`src/rtl/clk_div_ctrl.sv`:
```
// Run-time divider controller: owns the divide ratio, produces a registered
// divided clock plus a once-per-period tick, and swaps ratios only on wrap edges.
module clk_div_ctrl #(
  parameter int CNT_WIDTH   = 8,
  parameter int DEFAULT_DIV = 2
) (
  input  logic                 clk_in,
  input  logic                 reset,
  input  logic                 enable,
  input  logic                 cfg_valid,
  input  logic [CNT_WIDTH-1:0] cfg_div,
  output logic                 cfg_ready,
  output logic                 cfg_done,
  output logic                 cfg_err,
  output logic                 clk_out,
  output logic                 tick,
  output logic                 running,
  output logic [CNT_WIDTH-1:0] cur_div
);

  localparam logic [1:0] ST_STOP  = 2'd0;
  localparam logic [1:0] ST_RUN   = 2'd1;
  localparam logic [1:0] ST_DRAIN = 2'd2;

  logic [1:0]           r_state;
  logic [CNT_WIDTH-1:0] r_div, r_pend_div, r_counter;
  logic                 r_pend, r_clk, r_tick, r_done, r_err;

  logic w_ready, w_accept, w_zero, w_wrap;

  assign w_ready  = (r_state == ST_STOP) || ((r_state == ST_RUN) && !r_pend);
  assign w_accept = cfg_valid && w_ready;
  assign w_zero   = (cfg_div == '0);
  assign w_wrap   = (r_counter == (r_div - CNT_WIDTH'(1)));

  always_ff @(posedge clk_in or posedge reset) begin
    if (reset) begin
      r_state    <= ST_STOP;
      r_div      <= CNT_WIDTH'(DEFAULT_DIV);
      r_pend_div <= '0;
      r_pend     <= 1'b0;
      r_counter  <= '0;
      r_clk      <= 1'b0;
      r_tick     <= 1'b0;
      r_done     <= 1'b0;
      r_err      <= 1'b0;
    end else begin
      r_tick <= 1'b0;
      r_done <= 1'b0;
      r_err  <= w_accept && w_zero;
      case (r_state)
        ST_STOP: begin
          r_counter <= '0;
          r_clk     <= 1'b0;
          // Catches a divisor accepted on the very edge that left RUN.
          if (r_pend) begin
            r_div  <= r_pend_div;
            r_pend <= 1'b0;
            r_done <= 1'b1;
          end
          if (w_accept && !w_zero) begin
            r_div  <= cfg_div;
            r_done <= 1'b1;
          end
          if (enable) r_state <= ST_RUN;
        end
        ST_RUN, ST_DRAIN: begin
          if (w_wrap) begin
            r_counter <= '0;
            r_tick    <= 1'b1;
            r_clk     <= ~r_clk;
            if (r_pend) begin
              r_div  <= r_pend_div;
              r_pend <= 1'b0;
              r_done <= 1'b1;
            end
          end else begin
            r_counter <= r_counter + CNT_WIDTH'(1);
          end

          if ((r_state == ST_RUN) && !enable && !r_clk) begin
            // Low phase already: stop at once, no tick, pending divisor lands now.
            r_state   <= ST_STOP;
            r_counter <= '0;
            r_tick    <= 1'b0;
            r_clk     <= 1'b0;
            if (r_pend) begin
              r_div  <= r_pend_div;
              r_pend <= 1'b0;
              r_done <= 1'b1;
            end
          end else if (r_clk && w_wrap && ((r_state == ST_DRAIN) || !enable)) begin
            r_state <= ST_STOP;
          end else if ((r_state == ST_RUN) && !enable) begin
            r_state <= ST_DRAIN;
          end

          if ((r_state == ST_RUN) && w_accept && !w_zero) begin
            r_pend_div <= cfg_div;
            r_pend     <= 1'b1;
          end
        end
        default: r_state <= ST_STOP;
      endcase
    end
  end

  assign cfg_ready = w_ready;
  assign cfg_done  = r_done;
  assign cfg_err   = r_err;
  assign clk_out   = r_clk;
  assign tick      = r_tick;
  assign running   = (r_state != ST_STOP);
  assign cur_div   = r_div;

endmodule

```
`config.mk`:
```
export PLATFORM = sky130hd
export DESIGN_NAME = clk_div_ctrl
export DESIGN_NICKNAME = d
export VERILOG_FILES = /design/src/rtl/clk_div_ctrl.sv
export SDC_FILE = /design/constraint.sdc
export NUM_CORES = 1
export LEC_CHECK = 0
export CORE_UTILIZATION = 46
export DETAILED_ROUTE_END_ITERATION = 12
export PLACE_DENSITY = 0.69
export RECOVER_POWER = 100
export SKIP_LAST_GASP = 1
export SLEW_MARGIN = 20
export SYNTH_ARGS = -nofsm -noshare
export SYNTH_HDL_FRONTEND = slang
export SYNTH_SLANG_ARGS = --single-unit
```
`constraint.sdc`:
```
create_clock -name clk_in -period 2.9 [get_ports clk_in]
set_input_delay 0.58 -clock clk_in [delete_from_list [all_inputs] [get_ports clk_in]]
set_output_delay 0.58 -clock clk_in [all_outputs]
set_load 0.05 [all_outputs]
```
# After elaboration in Yosys (flattened, before gate mapping)
# Index checks and enable logic that the tools add are counted.
# Widths: inputs -> output; s select.
[word_totals]
regBits = 31
in_bits = 12
out_inout_bits = 14
wordCells = 73
[classes]
addsub = 2
eq_ne = 6
muxes = 31
bitwise_logic = 1
reduce_logical = 24
[op_table]
columns = ["cell", "count"]
rows = [
  ["$mux 8", 7],
  ["$pmux 8 s2", 2],
  ["$mux 1", 14],
  ["$logic_and 1x1->1", 10],
  ["$add 8x1->8 const B", 1],
  ["$eq 8x8->1", 1],
  ["$logic_not 8->1", 1],
  ["$mux 2", 4],
  ["$sub 8x1->8 const B", 1],
  ["$pmux 1 s2", 3],
  ["$reduce_and 2->1", 3],
  ["$logic_not 1->1", 4],
  ["$ne 4x4->1 const B", 1],
  ["$pmux 2 s2", 1],
  ["$reduce_bool 2->1", 2],
  ["$ne 3x3->1 const B", 1],
  ["$eq 2x1->1 const B", 1],
  ["$eq 2x2->1 const B", 1],
  ["$logic_not 2->1", 1],
  ["$logic_or 1x1->1", 2],
  ["$ne 2x2->1 const B", 1],
  ["$reduce_or 2->1", 1],
  ["$not 1->1", 1],
]

# Logic depth before layout (Yosys ltp)
# Gate-level depths: netlist of the first run.
[logic_depth]
ltp_word = 8
mapped_depth = 9
mapped_depth_nobuf = 8

# Least setup slack after synthesis of the first run
# Ideal clock, no wire load.
[synth_timing]
path_kind = "reg-to-reg"
from = "register with a tool-made name"
to = "register r_state[1]"
setup_time_ns = 0.122
t_arrival_ns = 2.252
t_required_ns = 2.778
path_slack_ns = 0.527
stages_incl_launch_ff = 9
n_path_buf = 0
synth_period_minus_slack_ns = 2.373
cell_sequence = "dfrtp_1 -> inv_1 -> ha_1 -> xnor2_1 -> a211oi_2 -> o211ai_4 -> nor3_4 -> nand2_1 -> a32o_1"
[synth_rtl]
columns = ["element", "line_no", "source"]
rows = [
  ["to (signal assigned)", "38", "r_state <= ST_STOP;"],
  ["to (signal assigned)", "65", "if (enable) r_state <= ST_RUN;"],
  ["to (signal assigned)", "83", "r_state <= ST_STOP;"],
  ["to (decl)", "25", "logic [1:0] r_state;"],
]

# Worst setup path in the final report of the first run
[layout_timing]
from = "register r_state[1]"
to = "output port cfg_ready"
[layout_via]
elab_chain_cells = 3
word_cells_on_any_way = 4
cone_classes = "eq/ne: 1; reduce/logical: 3"
[layout_lines]
columns = ["element", "line_no", "source"]
rows = [
  ["$eq 2x1->1", "31", "assign w_ready = (r_state == ST_STOP) || ((r_state == ST_RUN) && !r_pend);"],
  ["$logic_and 1x1->1", "31", ""],
  ["$logic_or 1x1->1 (*)", "31", ""],
  ["to (decl)", "12", "output logic cfg_ready,"],
]
# Mark *: on every way between the ends. The rest lies on a longest branch, timed or not.

==> results of run 1 <==
==> cells in the mapped netlist (3+ instances only) <==
cell type and instances:
a211oi_1 6, a21oi_1 8, and3_1 3, dfrtp_1 30, ha_1 6, inv_1 12, mux2_2 8, mux2i_1 7
nand2_1 15, nand4_1 3, nor2_1 27, nor2b_1 3, o21ai_0 6, o2bb2ai_1 5, xnor2_1 5, xor2_1 10
==> power by group <==
part           internal, mW  switching, mW  leakage [nW]
sequential            0.589          0.197         0.394
clock                 0.164          0.162        0.0477
combinational         0.584          0.884         0.578
==> routing by layer <==
layer	up-vias	global-route usage, %
met5	-	0
met4	0	4.95
met3	5	4.44
met2	52	31.5
met1	801	30.6
li1	815	-
==> cell families (layout without fill, tap and decap cells) <==
group / Yosys count / count (layout)
compound gates: 52 / 52
xor+xnor: 15 / 15
fa+ha+maj: 6 / 6
buf+inv: 18 / 52
flops: 31 / 31
mux: 15 / 15
simple gates: 68 / 68
==> worst max-delay path, stage by stage (launching register included) <==
cell,delay (ns)
dfrtp_1,0.43
inv_1,0.10
ha_1,0.19
nor2b_1,0.22
or2_2,0.15
clkdlybuf4s50_1,0.79
==> per-stage QoR <==
step / setup slack (ns) / cells / power (mW) / utilization [%] / hold WS [ns]
6_report: 0.164 / 289 / 2.58 / 58.0 / 0.500
5_1_grt: 0.0233 / 289 / 2.76 / 58.0 / 0.520
4_1_cts: 0.105 / 289 / 2.67 / 59.2 / 0.502
3_5_place_dp: 0.187 / 281 / 2.34 / 57.2 / 0.487
3_3_place_gp: 0.207 / 281 / 2.33 / 57.2 / 0.482
2_1_floorplan: 0.527 / 205 / 1.95 / - / 0.472
==> path summary, 6_finish.rpt <==
path	depth (start not counted)	endpoint
min in group asynchronous	2	r_counter[0]$_DFFE_PP0P_
worst max-delay path	5	cfg_ready
max in group asynchronous	3	cfg_done$_DFF_PP0_
worst min register to register	1	r_pend_div[0]$_DFFE_PP0P_
worst min-delay path	1	r_pend_div[0]$_DFFE_PP0P_
worst max register to register	8	flop
==> area by class of cell <==
class,instances,area [um2]
clock buffers,5,68.8
clock inverters,3,15.0
repair buffers,32,292
multi-input cells,156,1130
well taps,50,62.6
inverters,12,45.0
fillers,360,1730
flip-flops and latches,31,777
==> cells in the final DEF (no fill, tap or decap), types with 2 or more instances in the layout <==
master and count:
a211oi_1 6, a21o_1 2, a21oi_1 8, a221oi_1 2, a31oi_1 2, and3_1 3
buf_4 4, clkbuf_1 3, clkbuf_8 5, clkdlybuf4s50_1 10, clkinv_2 3, dfrtp_1 30
dlygate4sd3_1 15, ha_1 6, inv_1 12, mux2_2 8, mux2i_1 7, nand2_1 15
nand2b_1 2, nand4_1 3, nand4b_1 2, nor2_1 27, nor2b_1 3, nor3_1 2
nor3_2 2, nor4_1 2, o211ai_1 2, o21ai_0 7, o221ai_1 3, o2bb2ai_1 5
xnor2_1 5, xor2_1 10
==> run_results.csv, run 1 <==
group,metric,value,unit
logic_synthesis,synth_area,2040,um2
logic_synthesis,synth_top_area_share,36.9,%
clocking,cts_tree,"done",
logic_synthesis,syn_area_per_cell,9.94,um2
placement,dp_hpwl,3330,um
power,power_density,1080,nW/um2
global_route,grt_max_degree,17,
logic_synthesis,synth_top_family_by_area,"compound AO/OA/AOI/OAI gates",
detailed_routing,wl_per_cell,15.4,um
run,drv_cap,0,
timing,finalSetupViolCount,0,
global_route,grt_overflow,0,
timing,drv_slew,0,
timing,fmax,365,MHz
logic_synthesis,syn_inst,205,
clocking,post-cts-setup-buffer-count,0,
logic_synthesis,synth-simple-area-share,17.1,%
timing,fin_skew,0.00474,ns
clocking,cts.reportedPaths.clkPinSlew,0.07,ns
hold_path,holdCritPathClass,"reg2reg",
placement,place_congestion,0.829,
clocking,cts.sinks,31,
clocking,cts-root-buf,"clkbuf_8",
timing,slew_headroom,53.8,%
detailed_routing,met2_length,1970,um
hold_path,hp-start,"r_pend_div[0]$_DFFE_PP0P_",
global_route,grt_pass1_wl,7110,um
power,power.static_leakage,1.02,nW
logic_synthesis,async_flop_share,100,%
clocking,clk_latency,0.28,ns
placement,io_buffers,25,
die,row_count,23,
finish,n_antenna_cell,0,
placement,dpl_cell_area,2350,um2
logic_synthesis,synthAdderAreaFrac,3.69,%
timing,layout_worst_path_cycle_share,94.3,%
timing,hold_viol_final,0,
die,core-area,4120,um2
finish,nets,256,
timing,worstMarginPinSlew,0.693,ns
detailed_routing,post-route-drc-count,0,
global_route,grt_pass1_vias,1475,
logic_synthesis,synth_edf_count,0,
global_route,track_usage,21.0,%
timing,grt_setup_unrepaired,"no",
logic_synthesis,synth_ff_type,"dfrtp_1",
die,io_pins,26,
logic_synthesis,ys_warn_count,0,
logic_synthesis,synth_area_leaders,"dfrtp_1 (37%), nor2_1 (5.0%), mux2_2 (4.4%), xor2_1 (4.3%), ha_1 (3.7%)",
critical_path,critPathLaunch,"r_state[1]$_DFFE_PP0P_",
detailed_routing,drtIter0Drc,72,
finish,areaGrowthSynthToFinish,17.2,%
critical_path,start_kind,"flop",
logic_synthesis,synth-xor-area-share,6.45,%
critical_path,cp.required,2.32,ns
timing,final.setup.tns,0,ns
detailed_routing,wl_met1,2230,um
detailed_routing,firstDrtPassIters,5,
detailed_routing,top_layer,"met4",
clocking,holdBufCountCts,0,
detailed_routing,routed_wl,4460,um
detailed_routing,avgViaCountPerCell,5.79,
die,start_util,49.5,%
clocking,htreeDepth,2,
outcome,status,"finished, final reports clean",
critical_path,crit_type,"reg2out",
die,dieArea,4700,um2
detailed_routing,num_vias,1673,
power,ir_worst_vdd,0.556,mV
die,die_y,68.5,um
logic_synthesis,ys_seq_area_share,38.1,%
detailed_routing,ant_nets,0,
logic_synthesis,syn_nets,223,
critical_path,arrival,2.16,ns
critical_path,r2r_slack,0.20,ns
finish,final_area,2390,um2
logic_synthesis,ys_types,54,
critical_path,cp_max_fo,5,
global_route,antenna_found_initial,0,
logic_synthesis,yosysTopAreaCell,"dfrtp_1",
logic_synthesis,ys_ff_latch,31,
logic_synthesis,synth_mux_area_share,7.86,%
clocking,cts_buffers,5,
clocking,cts_max_path_buffers,2,
logic_synthesis,synth_compound_area_share,22.1,%
clocking,cts_resized,0,
timing,finalCriticalPeriod,2.74,ns
finish,drive_above_1_share,13.4,%
critical_path,endpoint_kind,"output pin",
detailed_routing,dr_wl_met3,224,um
die,die_w,68.5,um
Power figures use the tool's default switching activity.
==> run 2, diff against run 1 <==
--- a/config.mk
+++ b/config.mk
@@ -5,6 +5,7 @@
 export SDC_FILE = /design/constraint.sdc
 export NUM_CORES = 1
 export LEC_CHECK = 0
+export ABC_AREA = 1
 export CORE_UTILIZATION = 46
 export DETAILED_ROUTE_END_ITERATION = 12
 export PLACE_DENSITY = 0.69
==> run 2 against run 1 <==
The run now ends with max-capacitance violations, max-slew violations left. Critical path depth did not move. Clock power rose by 36%. Sequential power down 8.0%. Non-clock buffer count decreased by 6. First-iteration DRC count grew 76%. Synthesized cell count rose by 33%. Utilization about the same. Sequential cell count stayed put. Largest cell class unchanged. Highest routed layer unchanged.
==> run_results.csv, run 2 <==
group,metric,value,unit
timing,fin_skew,0.00502,ns
outcome,violations,"max-capacitance violations, max-slew violations",
timing,worstMarginPinSlew,1.69,ns
finish,n_antenna_cell,0,
placement,dp_hpwl,3410,um
detailed_routing,post-route-drc-count,0,
timing,grt_setup_unrepaired,"no",
clocking,clk_latency,0.29,ns
timing,final.setup.tns,0,ns
global_route,grt_pass1_vias,1691,
logic_synthesis,async_flop_share,100,%
global_route,grt_max_degree,32,
die,core-area,4090,um2
critical_path,path_common_cell,"inv_1",
clocking,holdBufCountCts,0,
clocking,cts.sinks,31,
power,ir_worst_vdd,0.505,mV
logic_synthesis,synth_most_common_cell,"nand2_1",
die,start_util,49.0,%
logic_synthesis,synth_common_cells,"nand2_1 (80), inv_1 (34), o21ai_0 (31)",
placement,place_congestion,0.822,
logic_synthesis,ys_types,31,
critical_path,slowest_stage,"dlygate4sd3_1",
finish,fin_util,58.1,%
run,drv_cap,1,
finish,fill_cells,399,
clocking,cts_max_path_buffers,2,
global_route,grt_overflow,0,
die,die_w,68.0,um
detailed_routing,wl_per_cell,12.7,um
logic_synthesis,synth_edf_count,0,
global_route,grt_pass1_wl,7710,um
detailed_routing,firstDrtPassIters,4,
detailed_routing,num_vias,1733,
detailed_routing,drtIter0Drc,127,
global_route,track_usage,23.0,%
detailed_routing,avgViaCountPerCell,4.90,
power,power_density,1200,nW/um2
die,row_count,23,
critical_path,cp_max_fo,6,
clocking,cts.reportedPaths.clkPinSlew,0.07,ns
die,dieArea,4620,um2
die,io_pins,26,
logic_synthesis,synth_top_area_share,37.5,%
placement,io_buffers,25,
finish,seq_area,777,um2
finish,areaGrowthSynthToFinish,18.6,%
critical_path,reg2regPathDepth,15,
logic_synthesis,synth_area_leaders,"dfrtp_1 (38%), nand2_1 (15%), o21ai_0 (7.8%), inv_1 (6.4%), nor2_1 (3.9%)",
critical_path,cp.required,2.32,ns
global_route,antenna_found_initial,0,
logic_synthesis,ys_seq_area_share,38.8,%
hold_path,holdPathStages,2,
finish,final_common_cell,"nand2_1",
critical_path,crit_type,"reg2out",
clocking,htreeDepth,2,
timing,drv_slew,32,
finish,drive_above_1_share,8.55,%
die,die_y,68.0,um
timing,finalSetupViolCount,0,
detailed_routing,routed_wl,4500,um
power,power.static_leakage,1.24,nW
logic_synthesis,syn_inst,273,
hold_path,holdCritPathClass,"reg2reg",
clocking,cts_resized,0,
logic_synthesis,synth_ff_type,"dfrtp_1",
timing,finalCriticalPeriod,2.68,ns
clocking,cts_tree,"done",
detailed_routing,ant_nets,0,
critical_path,arrival,2.10,ns
finish,nets,321,
logic_synthesis,yosysTopAreaCell,"dfrtp_1",
critical_path,start_kind,"flop",
placement,dpl_cell_area,2290,um2
logic_synthesis,syn_nets,291,
finish,multi_input_area,996,um2
timing,layout_worst_path_cycle_share,92.4,%
timing,hold_viol_final,0,
clocking,post-cts-setup-buffer-count,0,
clocking,cts-root-buf,"clkbuf_8",
clocking,cts_buffers,5,
timing,fmax,373,MHz
finish,final_area,2370,um2
outcome,status,"finished with violations",
timing,slew_headroom,-12.5,%
logic_synthesis,synth_area,2000,um2
finish,final_cell_mix,"nand2_1 (81), inv_1 (34), o21ai_0 (32)",
logic_synthesis,syn_area_per_cell,7.33,um2
logic_synthesis,ys_warn_count,0,
critical_path,endpoint_kind,"output pin",
timing,holdWs,0.498,ns
logic_synthesis,ys_ff_latch,31,
critical_path,path_cells,"inv_1 > ha_1 > inv_1 > o21ai_0 > dlygate4sd3_1",
critical_path,max_stage_delay,0.90,ns
run 2: cell count changes in the layout (fill, tap and decap cells not counted), sizes merged, moves of 4 or more:
cell	before	now
a21oi	8	2
o2bb2ai	5	0
nand2	15	87
inv	12	40
o21ai	8	32
xnor2	5	1
a211oi	7	0
o21bai	0	5
mux2i	7	0
buf	4	0
mux2	8	0
nand3	1	17
run 2: cell families after synthesis:
logic type	Yosys count	synth area share [%]
simple gates	139	32.1
buf+inv	46	9.82
xor+xnor	9	3.94
compound gates	42	11.5
flops	31	38.8
fa+ha+maj	6	3.75
run 2: area by class of cell:
type                    instances  share of cell area, %
well taps                      50                   2.64
clock inverters                 2                   1.48
clock buffers                   6                   3.48
repair buffers                 26                   10.7
inverters                      43                   6.96
flip-flops and latches         31                   32.8
multi-input cells             196                   42.0
run 2: metrics by stage:
stage          worst slack (ns)  cells  power (mW)
2_1_floorplan             0.474    273        2.11
3_3_place_gp              0.648    346        2.45
3_5_place_dp              0.600    346        2.49
4_1_cts                   0.287    354        2.95
5_1_grt                  0.0805    354        3.11
6_report                  0.221    354        2.84
run 2: routing by layer:
metal  global-route usage (%)  vias up  part of all wire [%]
li1                         -      918                     -
met1                     30.1      780                    47
met2                     37.1       31                    48
met3                     5.50        4                   4.3
met4                     7.03        0                   1.1
met5                        0        -                     0
run 2: worst paths after layout:
kind | start | end | slack, ns
hold reg to reg | r_pend_div[1]$_DFFE_PP0P_ | r_pend_div[1]$_DFFE_PP0P_ | 0.50
setup reg to reg | flop | flop | 0.36
min in group asynchronous | reset | r_counter[4]$_DFFE_PP0P_ | 1.32
hold / removal | r_pend_div[1]$_DFFE_PP0P_ | r_pend_div[1]$_DFFE_PP0P_ | 0.50
setup / recovery | r_state[0]$_DFFE_PP0P_ | cfg_ready | 0.22
max in group asynchronous | reset | r_pend_div[3]$_DFFE_PP0P_ | 0.60
run 2: worst max-delay path: cells and delay by family, from the launching register on:
family	cells	cell delay [ns]
buffers and inverters	3	1.10
flip-flops	1	0.41
AO/OA/AOI/OAI	1	0.11
adder cells (fa/ha/maj)	1	0.19
run 2: report_power, final:
group | total [mW] | internal, mW | switching (mW)
Combinational | 1.67 | 0.538 | 1.13
Clock | 0.444 | 0.278 | 0.166
Sequential | 0.723 | 0.584 | 0.139
Total | 2.84 | 1.40 | 1.44
==> run 3, diff against run 2 <==
--- a/config.mk
+++ b/config.mk
@@ -6,6 +6,7 @@
 export NUM_CORES = 1
 export LEC_CHECK = 0
 export ABC_AREA = 1
+export CORE_MARGIN = 2
 export CORE_UTILIZATION = 46
 export DETAILED_ROUTE_END_ITERATION = 12
 export PLACE_DENSITY = 0.69
==> run 3 against run 2 <==
The flow still finishes with violations (max-capacitance violations, max-slew violations). Utilization unchanged. Die area rose by 6.0%. Cell count unchanged. Clock skew up 0.00053 ns. Worst setup slack got worse by 0.0072 ns. Routed wire length down 6.1%. Sequential power down 1%. Total power is 1.1% lower. Via count decreased by 0.81%. Register-to-register slack improved by 0.06 ns. Critical path type unchanged.
==> run_results.csv, run 3 (synthesis gave the netlist of run 2 again) <==
group,metric,value,unit
timing,layout_worst_path_cycle_share,92.6,%
placement,dp_hpwl,3300,um
global_route,grt_overflow,0,
finish,nets,321,
die,start_util,49.0,%
timing,slew_headroom,-9.68,%
detailed_routing,ant_nets,0,
clocking,clk_latency,0.29,ns
detailed_routing,post-route-drc-count,0,
detailed_routing,dr_wl_met3,155,um
critical_path,reg2regPathDepth,15,
global_route,grt_pass1_vias,1575,
hold_path,hold_path_end,"r_pend_div[0]$_DFFE_PP0P_",
global_route,grt_max_degree,32,
power,switchingPower,1.41,mW
detailed_routing,top_layer,"met4",
power,combPwrFrac,58.6,%
critical_path,max_stage_delay,0.90,ns
critical_path,path_buf_inv,3,
critical_path,cp.required,2.32,ns
detailed_routing,routed_wl,4220,um
finish,final_area,2370,um2
power,power.static_leakage,1.24,nW
detailed_routing,avgViaCountPerCell,4.86,
finish,final_cells,354,
finish,areaGrowthSynthToFinish,18.6,%
timing,worstMarginPinSlew,1.65,ns
finish,n_antenna_cell,0,
critical_path,crit_type,"reg2out",
run,drv_cap,1,
die,die_w,70.0,um
critical_path,endpoint_kind,"output pin",
placement,place_congestion,0.887,
placement,dp.cells,346,
finish,drive_above_1_share,8.55,%
timing,final.setup.tns,0,ns
critical_path,arrival,2.11,ns
power,swShare,50.1,%
detailed_routing,wl_met1,2050,um
clocking,cts.sinks,31,
power,seq_power_share,25.5,%
power,pwr-share-clk,15.9,%
clocking,cts_buffers,5,
clocking,cts.reportedPaths.clkPinSlew,0.07,ns
critical_path,path_common_cell,"inv_1",
critical_path,cp_max_fo,6,
hold_path,holdCritPathClass,"reg2reg",
detailed_routing,wl_per_cell,11.9,um
outcome,violations,"max-capacitance violations, max-slew violations",
clocking,cts-root-buf,"clkbuf_8",
global_route,antenna_found_initial,0,
critical_path,cp_top_family,"buffers and inverters",
critical_path,path_cells,"inv_1 > ha_1 > inv_1 > o21ai_0 > dlygate4sd3_1",
timing,grt_setup_unrepaired,"no",
detailed_routing,drtIter0Drc,96,
timing,fin_skew,0.00555,ns
timing,finalCriticalPeriod,2.69,ns
power,ir_worst_vdd,0.627,mV
outcome,status,"finished with violations",
critical_path,critPathLaunch,"r_state[0]$_DFFE_PP0P_",
finish,final_common_cell,"nand2_1",
clocking,cts_max_path_buffers,2,
die,core-area,4090,um2
die,row_count,23,
timing,finalSetupViolCount,0,
power,power_density,1180,nW/um2
timing,fmax,372,MHz
critical_path,r2r_slack,0.42,ns
clocking,post-cts-setup-buffer-count,0,
die,dieArea,4890,um2
critical_path,start_kind,"flop",
clocking,holdBufCountCts,0,
clocking,cts_resized,0,
global_route,grt_pass1_wl,7470,um
clocking,cts_tree,"done",
clocking,htreeDepth,2,
critical_path,slowest_stage,"dlygate4sd3_1",
die,die_y,70.0,um
hold_path,hp-start,"r_pend_div[0]$_DFFE_PP0P_",
detailed_routing,firstDrtPassIters,4,
placement,io_buffers,25,
detailed_routing,met2_length,1940,um
detailed_routing,num_vias,1719,
timing,hold_viol_final,0,
critical_path,path_depth,5,
finish,final_cell_mix,"nand2_1 (81), inv_1 (34), o21ai_0 (32)",
die,io_pins,26,
placement,dpl_cell_area,2290,um2
timing,drv_slew,32,
global_route,track_usage,19.2,%
power,power.internal,1.40,mW
hold_path,holdPathStages,2,
==> run 3: power by group through the flow <==
stage                     combinational [mW]  clock [mW]  sequential (mW)
final                                   1.64       0.446            0.715
after global routing                    1.87       0.465            0.741
after CTS                               1.75       0.452            0.721
after detailed placement                1.74           0            0.728
after global placement                  1.72           0            0.727
after floorplan                         1.22           0            0.892
==> run 3: tightest hold or removal path, cell delays in order (launching register included) <==
cell and delay (ns):
dfrtp_1 0.34, nand2_1 0.05, o21ai_0 0.06
==> run 3: through the flow <==
| step | util [%] | total power [mW] | setup slack [ns] | hold WS (ns) |
|---|---|---|---|---|
| final | 58.1 | 2.80 | 0.214 | 0.490 |
| after global routing | 58.1 | 3.08 | 0.0763 | 0.507 |
| after CTS | 59.0 | 2.92 | 0.284 | 0.496 |
| after detailed placement | 56.1 | 2.47 | 0.595 | 0.478 |
| after global placement | 56.1 | 2.45 | 0.650 | 0.473 |
| after floorplan | - | 2.11 | 0.474 | 0.453 |
==> run 3: cell type report <==
class | instances | area, um2
clock buffer | 6 | 82.6
clock inverter | 2 | 35.0
fill | 402 | 1710
inverter | 43 | 165
multi-input combinational | 196 | 996
sequential | 31 | 777
tap | 50 | 62.6
timing repair buffer | 26 | 254
==> run 3: how the worst max path moves through the flow <==
stage | end | slack [ns]
finish | cfg_ready | 0.21
global route | cfg_ready | 0.08
CTS | cfg_ready | 0.28
detailed placement | cfg_ready | 0.60
global placement | cfg_ready | 0.65
floorplan | r_pend_div[7]$_DFFE_PP0P_ | 0.47
==> run 3: routing by layer <==
| layer | up-vias | track usage, % |
|---|---|---|
| met3 | 6 | 4.33 |
| met2 | 33 | 30.2 |
| met4 | 0 | 7.05 |
| met1 | 755 | 26.0 |
| li1 | 925 | - |
| met5 | - | 0 |
